**config.mk**
```make
export PLATFORM = sky130hd
export DESIGN_NAME = mdu_issue_ctrl
export DESIGN_NICKNAME = d
export VERILOG_FILES = /design/src/rtl/mdu_pkg.sv /design/src/rtl/mdu_cycle_counter.sv /design/src/rtl/mdu_issue_ctrl.sv
export SDC_FILE = /design/constraint.sdc
export NUM_CORES = 1
export LEC_CHECK = 0
export CAP_MARGIN = 25
export CELL_PAD_IN_SITES_DETAIL_PLACEMENT = 0
export CELL_PAD_IN_SITES_GLOBAL_PLACEMENT = 1
export CORE_MARGIN = 1.5
export CORE_UTILIZATION = 31
export DETAILED_ROUTE_END_ITERATION = 10
export GPL_TIMING_DRIVEN = 0
export PLACE_DENSITY_LB_ADDON = 0.25
export SETUP_SLACK_MARGIN = 0.2
export SYNTH_ARGS = -nofsm -noshare
export SYNTH_HDL_FRONTEND = slang
export SYNTH_SLANG_ARGS = --single-unit
```
**constraint.sdc**
```tcl
create_clock -name clk -period 4 [get_ports clk]
set_clock_uncertainty 0.1 [all_clocks]
set_input_delay 1.2 -clock clk [delete_from_list [all_inputs] [get_ports clk]]
set_output_delay 1.2 -clock clk [all_outputs]
set_load 0.02 [all_outputs]
```
**src/rtl/mdu_pkg.sv**
```systemverilog
// Package for the MDU issue controller.
// Holds op-code constants, op-class helpers, the FSM state type and the
// default busy-cycle counts. Imported by mdu_cycle_counter and mdu_issue_ctrl.
package mdu_pkg;

  localparam logic [4:0] OP_NONE  = 5'd0;
  localparam logic [4:0] OP_MULT  = 5'd1;
  localparam logic [4:0] OP_MULTU = 5'd2;
  localparam logic [4:0] OP_DIV   = 5'd3;
  localparam logic [4:0] OP_DIVU  = 5'd4;
  localparam logic [4:0] OP_MFHI  = 5'd5;
  localparam logic [4:0] OP_MFLO  = 5'd6;
  localparam logic [4:0] OP_MTHI  = 5'd7;
  localparam logic [4:0] OP_MTLO  = 5'd8;
  localparam logic [4:0] OP_MSUB  = 5'd9;

  localparam int unsigned MUL_CYCLES_DEF = 5;
  localparam int unsigned DIV_CYCLES_DEF = 10;

  typedef enum logic [1:0] {
    S_IDLE     = 2'd0,
    S_BUSY_MUL = 2'd1,
    S_BUSY_DIV = 2'd2
  } mdu_state_e;

  function automatic logic is_mul(input logic [4:0] op);
    return (op == OP_MULT) || (op == OP_MULTU) || (op == OP_MSUB);
  endfunction

  function automatic logic is_div(input logic [4:0] op);
    return (op == OP_DIV) || (op == OP_DIVU);
  endfunction

  function automatic logic is_move(input logic [4:0] op);
    return (op == OP_MFHI) || (op == OP_MFLO) ||
           (op == OP_MTHI) || (op == OP_MTLO);
  endfunction

  // Codes 10..31 decode as NONE, so only the defined classes count as real ops.
  function automatic logic is_op(input logic [4:0] op);
    return is_mul(op) || is_div(op) || is_move(op);
  endfunction

endpackage

```
**src/rtl/mdu_cycle_counter.sv**
```systemverilog
// Loadable 4-bit down-counter tracking remaining mult/div busy cycles.
// Ports:
//   clk, reset   : clock, synchronous active-high reset (count -> 0)
//   load/ld_val  : load ld_val this cycle (takes priority over dec)
//   dec          : decrement by one, saturating at 0
//   value        : current count
//   last         : value == 1 (final busy cycle)
module mdu_cycle_counter
  import mdu_pkg::*;
(
  input  logic       clk,
  input  logic       reset,
  input  logic       load,
  input  logic [3:0] ld_val,
  input  logic       dec,
  output logic [3:0] value,
  output logic       last
);

  always_ff @(posedge clk) begin
    if (reset)
      value <= 4'd0;
    else if (load)
      value <= ld_val;
    else if (dec && (value != 4'd0))
      value <= value - 4'd1;
  end

  assign last = (value == 4'd1);

endmodule

```
**src/rtl/mdu_issue_ctrl.sv**
```systemverilog
// Issue controller / hazard scheduler for the multiply-divide unit.
// Decides which E-stage MDU op reaches the datapath, tracks multi-cycle
// mult/div occupancy, raises the D-stage stall and flags ops that arrive
// while the unit is busy (sticky conflict).
// Optional feature: define MDU_DIV0_FAST_EN to drop div-class ops whose
// divisor is zero instead of issuing them.
// Ports:
//   clk, reset   : clock, synchronous active-high reset
//   int_exc_req  : interrupt/exception taken this cycle (blocks new issue)
//   e_op         : MDU op code of the E-stage instruction
//   d_is_mdu     : D-stage instruction is an MDU op
//   div_b_zero   : E-stage divisor is zero
//   mdu_op_o     : op presented to the datapath (NONE when suppressed)
//   start        : mult/div-class op issued this cycle
//   busy         : mult/div in flight
//   stall_d      : stall the D stage
//   conflict     : sticky protocol-violation flag
module mdu_issue_ctrl
  import mdu_pkg::*;
#(
  parameter int unsigned MUL_CYCLES = MUL_CYCLES_DEF,
  parameter int unsigned DIV_CYCLES = DIV_CYCLES_DEF
) (
  input  logic       clk,
  input  logic       reset,
  input  logic       int_exc_req,
  input  logic [4:0] e_op,
  input  logic       d_is_mdu,
  input  logic       div_b_zero,
  output logic [4:0] mdu_op_o,
  output logic       start,
  output logic       busy,
  output logic       stall_d,
  output logic       conflict
);

  localparam logic [3:0] MUL_LD = 4'(MUL_CYCLES);
  localparam logic [3:0] DIV_LD = 4'(DIV_CYCLES);

  mdu_state_e state, state_nxt;
  logic       cnt_load;
  logic [3:0] cnt_ld_val;
  logic [3:0] cnt;
  logic       cnt_last;
  logic       viol;
  logic       div0_skip;

`ifdef MDU_DIV0_FAST_EN
  // Divide by zero leaves HI/LO untouched, so the op is simply not issued.
  assign div0_skip = div_b_zero;
`else
  assign div0_skip = div_b_zero & 1'b0;
`endif

  mdu_cycle_counter u_cnt (
    .clk    (clk),
    .reset  (reset),
    .load   (cnt_load),
    .ld_val (cnt_ld_val),
    .dec    (busy),
    .value  (cnt),
    .last   (cnt_last)
  );

  always_ff @(posedge clk) begin
    if (reset) state <= S_IDLE;
    else       state <= state_nxt;
  end

  always_comb begin
    state_nxt  = state;
    start      = 1'b0;
    mdu_op_o   = OP_NONE;
    cnt_load   = 1'b0;
    cnt_ld_val = MUL_LD;
    viol       = 1'b0;
    case (state)
      S_IDLE: begin
        if (!int_exc_req) begin
          if (is_mul(e_op)) begin
            start      = 1'b1;
            mdu_op_o   = e_op;
            cnt_load   = 1'b1;
            cnt_ld_val = MUL_LD;
            state_nxt  = S_BUSY_MUL;
          end else if (is_div(e_op) && !div0_skip) begin
            start      = 1'b1;
            mdu_op_o   = e_op;
            cnt_load   = 1'b1;
            cnt_ld_val = DIV_LD;
            state_nxt  = S_BUSY_DIV;
          end else if (is_move(e_op)) begin
            mdu_op_o   = e_op;
          end
        end
      end
      S_BUSY_MUL, S_BUSY_DIV: begin
        // A correct D-stage stall keeps E empty; anything here is dropped.
        viol = is_op(e_op);
        // cnt==0 cannot occur while busy; treat it as done rather than hang.
        if (cnt_last || (cnt == 4'd0))
          state_nxt = S_IDLE;
      end
      default: state_nxt = S_IDLE;
    endcase
  end

  always_ff @(posedge clk) begin
    if (reset)     conflict <= 1'b0;
    else if (viol) conflict <= 1'b1;
  end

  assign busy    = (state != S_IDLE);
  assign stall_d = d_is_mdu & (busy | start);

endmodule
```
After elaboration in Yosys (flattened, before gate mapping)
Index checks and enable logic that the tools add are counted.

Flip-flop bits (word level): 7. Input bits: 10. Bits in read-only memories: 0. Memory bits (writable): 0. Memories kept: 0. Bits in latches: 0.

Multiplexer cells: 21. Multipliers: 0. Add/sub/neg operators: 1. Bitwise operators: 2. Shift operators: 0. Reduce and logical (&&, ||, !) cells: 17. Div/mod/pow operators: 0. Equality and inequality tests: 15. $lt $le $gt $ge: 0.

Operators by type and width (count): 5-bit two-way mux (5); 4-bit two-way mux (6); 5-bit by 3-bit == test with 1-bit output, second input constant (4); 5-bit by 2-bit == test with 1-bit output, second input constant (2); 5-bit by 4-bit == test with 1-bit output, second input constant (2); 1-bit logical OR (9); 2-bit two-way mux (4); 5-bit by 1-bit == test with 1-bit output, second input constant (1); 1-bit two-way mux (5); 4-bit by 1-bit == test with 1-bit output, second input constant (1); 4-bit logical NOT (1); 2-bit inequality test, second input constant (2); 2-bit one-hot mux with 2 select lines (1); 2-bit nonzero test (2); 4-bit nonzero test (1); 4-bit by 1-bit subtractor with 4-bit output, second input constant (1); 3-bit inequality test, second input constant (1); 3-bit AND reduction (1); 2-bit by 1-bit == test with 1-bit output, second input constant (1); 2-bit == test, second input constant (1); 2-bit logical NOT (1); 2-bit OR reduction (1); 1-bit AND (1); 1-bit logical AND (1); 1-bit bitwise OR (1).

Longest topological paths before layout
Gate-level depths: netlist of run 1.

Word-level depth: 9. Mapped depth: 7. Gate-level depth less buffers: 6.

Hierarchy
From an unflattened synthesis of run 1, not the netlist that was laid out.

Cells, all modules: 81. Area, all modules: 628.1 µm².

By module, submodules not included: mdu_issue_ctrl (times used 1, seq. area each 60.1 µm², cells each 48, area an instance 341.6 µm²); mdu_cycle_counter (times used 1, seq. area each 80.1 µm², cells each 33, area an instance 286.5 µm²).

Worst setup path before layout of run 1
OpenSTA, ideal clock, no wires.

Path kind: input-to-output. Start point: in e_op[0]. End point: out stall_d. Data arrival time: 2.524 ns. Data required time: 2.700 ns. Stages on the path: 4. Path buffers: 0. Setup slack: 0.176 ns. Path through: or4b_1 > a311o_1 > nand2_1 > and2_1.

Longest elaborated chain between the ends: 8. Elaborated cells on any way between the ends: 14. Those cells by class: eq/ne (5); mux (4); bitwise (2); reduce/logical (3).

Ends and longest elaborated chain: from (decl) (RTL line mdu_issue_ctrl.sv:27) `input logic [4:0] e_op,`; 5-bit by 2-bit == test with 1-bit output (tied with other cells) (RTL line mdu_pkg.sv:31) `return (op == OP_DIV) || (op == OP_DIVU);`; 1-bit logical OR, on equally long branches (RTL line mdu_pkg.sv:31, mdu_pkg.sv:27); 1-bit two-way mux / 1-bit logical OR (equally long branches) (RTL line mdu_issue_ctrl.sv:86, mdu_pkg.sv:27); 1-bit two-way mux (*) (RTL line mdu_issue_ctrl.sv:80) `if (is_mul(e_op)) begin`; 1-bit two-way mux (*) (RTL line mdu_issue_ctrl.sv:79) `if (!int_exc_req) begin`; 1-bit two-way mux (*) (RTL line mdu_issue_ctrl.sv:77) `case (state)`; 1-bit bitwise OR (*) (RTL line mdu_issue_ctrl.sv:114) `assign stall_d = d_is_mdu & (busy | start);`; 1-bit AND (*) (RTL line mdu_issue_ctrl.sv:114); to (decl) (RTL line mdu_issue_ctrl.sv:33) `output logic stall_d,`.

Mark *: on every way between the ends. The rest lies on a longest branch, timed or not.

Worst setup path in the final report of run 1
Start point: in e_op[3]. End point: out stall_d.

Same word-level chain as after synthesis.

==> results of run 1 <==
-- per-layer routing --
| metal | wire, um | share of wire, % | global-route usage [%] | up-vias |
|---|---|---|---|---|
| met1 | 729 | 47 | 22.3 | 307 |
| met3 | 98 | 6.3 | 6.92 | 3 |
| met5 | 0 | 0 | 0 | - |
| met4 | 10 | 0.64 | 5.00 | 0 |
| li1 | - | - | - | 324 |
| met2 | 713 | 46 | 22.5 | 22 |
-- cell families after synthesis --
group,count (synthesis),share of synthesized area (%)
AOI/OAI and AO/OA,19,23.8
xor gates and xnor gates,1,1.47
adders and majority gates,3,6.32
buffers and inverters,11,7.79
DFF,7,23.6
muxes,3,5.05
other,1,0.631
and+or+nand+nor,31,31.4
-- registers in the layout (all words and copies together), names as in the netlist --
name and cells:
conflict 1, state 2, u_cnt.value 4
-- how the worst min path moves through the flow --
stage	from	endpoint	slack (ps)	cells past startpoint
final	state[1]	state[1]	360	2
after global routing	state[1]	state[1]	380	2
after CTS	state[1]	state[1]	360	2
after detailed placement	state[1]	state[1]	360	2
after global placement	state[1]	state[1]	340	2
after floorplan	state[1]	state[1]	330	2
-- stage by stage --
stage	setup WS, ps	power, mW
2_1_floorplan	211	0.309
3_3_place_gp	-991	0.382
3_5_place_dp	-966	0.381
4_1_cts	133	0.460
5_1_grt	145	0.516
6_report	177	0.468
-- cell type report --
class | instances | area [um2]
Fill cell | 182 | 885
Inverter | 9 | 33.8
Tap cell | 25 | 31.3
Buffer | 2 | 12.5
Timing Repair Buffer | 21 | 186
Clock buffer | 4 | 26.3
Sequential cell | 7 | 140
Multi-Input combinational cell | 58 | 449
-- tightest hold or removal path, cell delays in order (launching register included) --
cell     delay (ps)
dfxtp_1         310
nand2_1          50
mux2i_1          50
-- cells in the mapped netlist (2+ instances only) --
| library cell | number | area share (%) |
|---|---|---|
| a21oi_1 | 2 | 1.7 |
| a211oi_1 | 2 | 2.5 |
| mux2i_1 | 3 | 5.1 |
| nand2_1 | 6 | 3.8 |
| a31o_1 | 2 | 2.9 |
| nor3_1 | 2 | 1.7 |
| ha_1 | 3 | 6.3 |
| or3b_2 | 4 | 5.9 |
| o21ai_0 | 3 | 2.5 |
| o211ai_1 | 2 | 2.5 |
| nor2_1 | 4 | 2.5 |
| inv_1 | 9 | 5.7 |
| dfxtp_1 | 7 | 24 |
| and2_1 | 5 | 5.3 |
-- power groups by stage --
| stage | Clock (mW) | Combinational [mW] | Sequential, mW |
|---|---|---|---|
| 5_1_grt | 0.0745 | 0.312 | 0.130 |
| 6_report | 0.0662 | 0.278 | 0.123 |
| 3_3_place_gp | 0 | 0.256 | 0.125 |
| 4_1_cts | 0.0681 | 0.270 | 0.123 |
| 3_5_place_dp | 0 | 0.257 | 0.124 |
| 2_1_floorplan | 0 | 0.188 | 0.120 |
-- repair_timing --
action                                  4_1_cts  5_1_grt
endpoints found under the hold margin         0        0
endpoints found under the setup margin        6        6
setup buffers                                 3        2
resized for setup                            43       17
pin swaps                                     4        4
cloned                                        0        0
==> flow_summary.json, run 1 <==
{
  "synthFlopType": "dfxtp_1",
  "cts.sinks": 7,
  "cts_tree": "done",
  "drt-initial-drc-count": 14,
  "core_area_um2": 1760,
  "floorplan.initialDensity_pct": 33.7,
  "syn2layout_area_growth_pct": 48.0,
  "ys_seq_area_share_pct": 23.6,
  "wl_per_cell_um": 12.3,
  "path_cells": "buf_8 -> or4b_4 -> a311o_1 -> nand2_2 -> and2_4 -> buf_6",
  "fin_crit_sh_pct": 95.6,
  "switching_share_pct": 41.6,
  "cts-root-buf": "clkbuf_4",
  "dp.cells": 117,
  "drive_above_1_share_pct": 31.7,
  "drv_cap": 0,
  "synth_fp_nets": 89,
  "async_reset_ff_share_pct": 0,
  "synth_area_um2": 594,
  "grtUsageTotal_pct": 16.1,
  "p_int_mw": 0.273,
  "setup_violations": 0,
  "final_common_cell": "inv_1",
  "drcViolationCount": 0,
  "crit_start": "e_op[3]",
  "cp_top_family": "simple AND/OR/NAND/NOR gates",
  "postLayoutCoreUtil_pct": 49.9,
  "synth_area_per_cell_um2": 7.82,
  "powerDensity_nw_per_um2": 532,
  "grt_remaining_overflow": 0,
  "hold_viol": 0,
  "rsz0062_at_grt": "yes",
  "io_buffers": 16,
  "yosys_register_bits": 7,
  "place_area_um2": 787,
  "combPwrFrac_pct": 59.5,
  "die-area_um2": 2190,
  "ctsHoldBuffers": 0,
  "grt_pass1_vias": 556,
  "grt_start_max_net_pins": 11,
  "synth_cell_types": 36,
  "vias": 656,
  "worstSkewPairLatency_ps": 260,
  "dp_hpwl_um": 1090,
  "antenna_found_initial": 0,
  "whs_ps": 361,
  "startpoint_type": "input pin",
  "fmaxAchievable_mhz": 262,
  "hp-class": "flip-flop to flip-flop",
  "critPathBufInv": 2,
  "layout.cells.non_filler": 126,
  "gp_congestion": 0.869,
  "cts_buffers": 3,
  "status": "finished clean",
  "r2r_start": "state[0]",
  "vias_per_cell": 5.21,
  "p_sw_mw": 0.195,
  "crit_required_ps": 2700,
  "slew_viol_final": 0,
  "die_height_um": 46.8,
  "grt_pass1_wl_um": 2440,
  "yosysWarnings": 0,
  "die_x_um": 46.8,
  "num_antenna_cells": 0,
  "cts_max_level": 1,
  "r2r_slack_ps": 2050,
  "cp_data_arrival_time_ps": 2520,
  "reg2regPathDepth": 7,
  "synth_edf_count": 0,
  "stdcell_area_um2": 880,
  "rows": 15,
  "ir_drop_uv": 366,
  "final_cell_mix": "inv_1 (9), buf_4 (8), dfxtp_1 (7), nand2_1 (5), clkdlybuf4s50_1 (5)",
  "clk_path_buf_depth": 2,
  "drt_first_pass_iters": 4,
  "p_leak_nw": 0.366,
  "r2r-end": "u_cnt.value[3]",
  "cp_slowest_cell": "or4b_4",
  "cp_slowest_stage_delay_ps": 530,
  "totalWireLength_um": 1550,
  "netlist_instances": 76,
  "p_seq_share_pct": 26.3,
  "ios": 19,
  "period_needed_ps": 3820,
  "endpoint": "stall_d",
  "end_kind": "output pin",
  "antenna_left": 0,
  "tns_ps": 0,
  "cp.depth": 6,
  "p_clk_share_pct": 14.2,
  "crit_type": "input pin to output pin",
  "nets": 115,
  "clk_pin_slew_ps": 50,
  "cp_max_fo": 5
}
Power figures use the tool's default switching activity.
==> run 2: changes to the inputs <==
--- a/config.mk
+++ b/config.mk
@@ -8,7 +8,7 @@
 export CAP_MARGIN = 25
 export CELL_PAD_IN_SITES_DETAIL_PLACEMENT = 0
 export CELL_PAD_IN_SITES_GLOBAL_PLACEMENT = 1
-export CORE_MARGIN = 1.5
+export CORE_MARGIN = 10
 export CORE_UTILIZATION = 31
 export DETAILED_ROUTE_END_ITERATION = 10
 export GPL_TIMING_DRIVEN = 0
==> run 2 against run 1 <==
Against the previous run:
- cell count is 0.79% higher
- sequential power hardly changed
- critical path depth is the same
- total power is 3.1% higher
- utilization up 2.6 points
- setup slack better by 2.4 ps
- highest routed layer is now met3
==> flow_summary.json, run 2 (synthesis results as in run 1) <==
{
  "status": "finished clean",
  "tightest_slew_ps": 507,
  "core_area_um2": 1760,
  "hp-class": "flip-flop to flip-flop",
  "end_kind": "output pin",
  "syn2layout_area_growth_pct": 55.6,
  "combPwrFrac_pct": 60.6,
  "grtUsageTotal_pct": 8.47,
  "hold_viol": 0,
  "switching_share_pct": 41.5,
  "antenna_found_initial": 0,
  "ios": 19,
  "cts.sinks": 7,
  "nets": 116,
  "multi_input_area_um2": 444,
  "tns_ps": 0,
  "vias": 661,
  "place_area_um2": 787,
  "totalWireLength_um": 1710,
  "drv_cap": 0,
  "reg2regPathDepth": 7,
  "rows": 15,
  "ir_drop_uv": 413,
  "cts_tree": "done",
  "cts-root-buf": "clkbuf_4",
  "cp_max_fo": 5,
  "floorplan.initialDensity_pct": 33.7,
  "gp_congestion": 0.781,
  "p_leak_nw": 0.373,
  "p_clk_share_pct": 13.8,
  "final_common_cell": "inv_1",
  "startpoint_type": "input pin",
  "hold_depth": 2,
  "rsz0062_at_grt": "yes",
  "power_mw": 0.482,
  "p_int_mw": 0.282,
  "grt_pass1_vias": 640,
  "grt_remaining_overflow": 0,
  "cts_max_level": 1,
  "clk_pin_slew_ps": 50,
  "largest_reg_flops": 4,
  "cp_data_arrival_time_ps": 2520,
  "drt_first_pass_iters": 4,
  "p_sw_mw": 0.200,
  "drt-initial-drc-count": 19,
  "ctsHoldBuffers": 0,
  "drive_above_1_share_pct": 31.4,
  "dp_hpwl_um": 1250,
  "slew_headroom_pct": 65.7,
  "fmaxAchievable_mhz": 262,
  "die-area_um2": 4070,
  "fin_crit_sh_pct": 95.5,
  "setup_violations": 0,
  "antenna_left": 0,
  "regArea_um2": 140,
  "crit_type": "input pin to output pin",
  "grt_start_max_net_pins": 11,
  "die_x_um": 63.8,
  "io_buffers": 16,
  "vias_per_cell": 5.20,
  "p_seq_share_pct": 25.6,
  "stdcell_area_um2": 925,
  "wl_per_cell_um": 13.5,
  "crit_required_ps": 2700,
  "slew_viol_final": 0,
  "clk_path_buf_depth": 2,
  "drcViolationCount": 0,
  "grt_pass1_wl_um": 2900,
  "die_height_um": 63.8,
  "n_fill_cell": 178,
  "regMostFlops": "u_cnt.value",
  "period_needed_ps": 3820,
  "powerDensity_nw_per_um2": 521,
  "reg.largest.list": "u_cnt.value: 4 flops, state: 2 flops, conflict: 1 flops",
  "final_cell_mix": "inv_1 (9), buf_4 (8), dfxtp_1 (7), clkdlybuf4s50_1 (6), nand2_1 (5)",
  "num_antenna_cells": 0,
  "cts_buffers": 3,
  "worstSkewPairLatency_ps": 260
}
==> run 2: area by class of cell <==
| cell class | instances | share of cell area (%) |
|---|---|---|
| Buffer | 2 | 1.35 |
| Clock buffer | 4 | 2.84 |
| Inverter | 9 | 3.65 |
| Multi-Input combinational cell | 58 | 48.0 |
| Sequential cell | 7 | 15.2 |
| Tap cell | 25 | 3.38 |
| Timing Repair Buffer | 22 | 25.6 |
==> run 2: what timing repair did <==
action                                  CTS  global route
gates resized for setup                  47            15
pin swaps                                 4             3
endpoints found under the hold margin     0             0
endpoints found under the setup margin    6             6
cloned                                    0             1
buffers inserted                          3             2
==> run 2: path summary, 6_finish.rpt <==
check	startpoint	end	slack, ps
hold reg to reg	state[1]	state[1]	360
setup reg to reg	state[0]	u_cnt.value[2]	2050
hold / removal	state[1]	state[1]	360
setup / recovery	e_op[1]	stall_d	180
==> run 2: critical path, stage by stage <==
cell     delay [ps]
buf_12          100
or4b_4          530
a311o_1         360
nand2_2          90
and2_4          140
buf_6           110
==> run 2: per-layer routing <==
layer	global-route usage, %	vias up	share of wire, %
met5	0	-	0
li1	-	327	-
met4	1.64	0	0
met1	9.99	318	45
met2	13.4	16	47
met3	4.36	0	7.7
==> run 2: power groups by stage <==
stage	clock network (mW)	logic (mW)	registers [mW]
2_1_floorplan	0	0.188	0.120
3_3_place_gp	0	0.257	0.125
3_5_place_dp	0	0.259	0.125
4_1_cts	0.0685	0.273	0.123
5_1_grt	0.0736	0.325	0.129
6_report	0.0667	0.292	0.123
==> run 2: metrics by stage <==
stage               hold WS [ps]  instances  setup slack (ps)  utilization [%]
global route                 400        127               134             52.4
global placement             348        117             -1010             44.6
floorplan                    335         76               211                -
detailed placement           358        117              -998             44.6
CTS                          360        124               158             48.2
finish                       362        127               179             52.4
==> run 3: changes to the inputs <==
--- a/config.mk
+++ b/config.mk
@@ -5,7 +5,6 @@
 export SDC_FILE = /design/constraint.sdc
 export NUM_CORES = 1
 export LEC_CHECK = 0
-export CAP_MARGIN = 25
 export CELL_PAD_IN_SITES_DETAIL_PLACEMENT = 0
 export CELL_PAD_IN_SITES_GLOBAL_PLACEMENT = 1
 export CORE_MARGIN = 10
==> results of run 3 <==
Same layout as run 2: the final DEF is identical, and so are final timing and power.
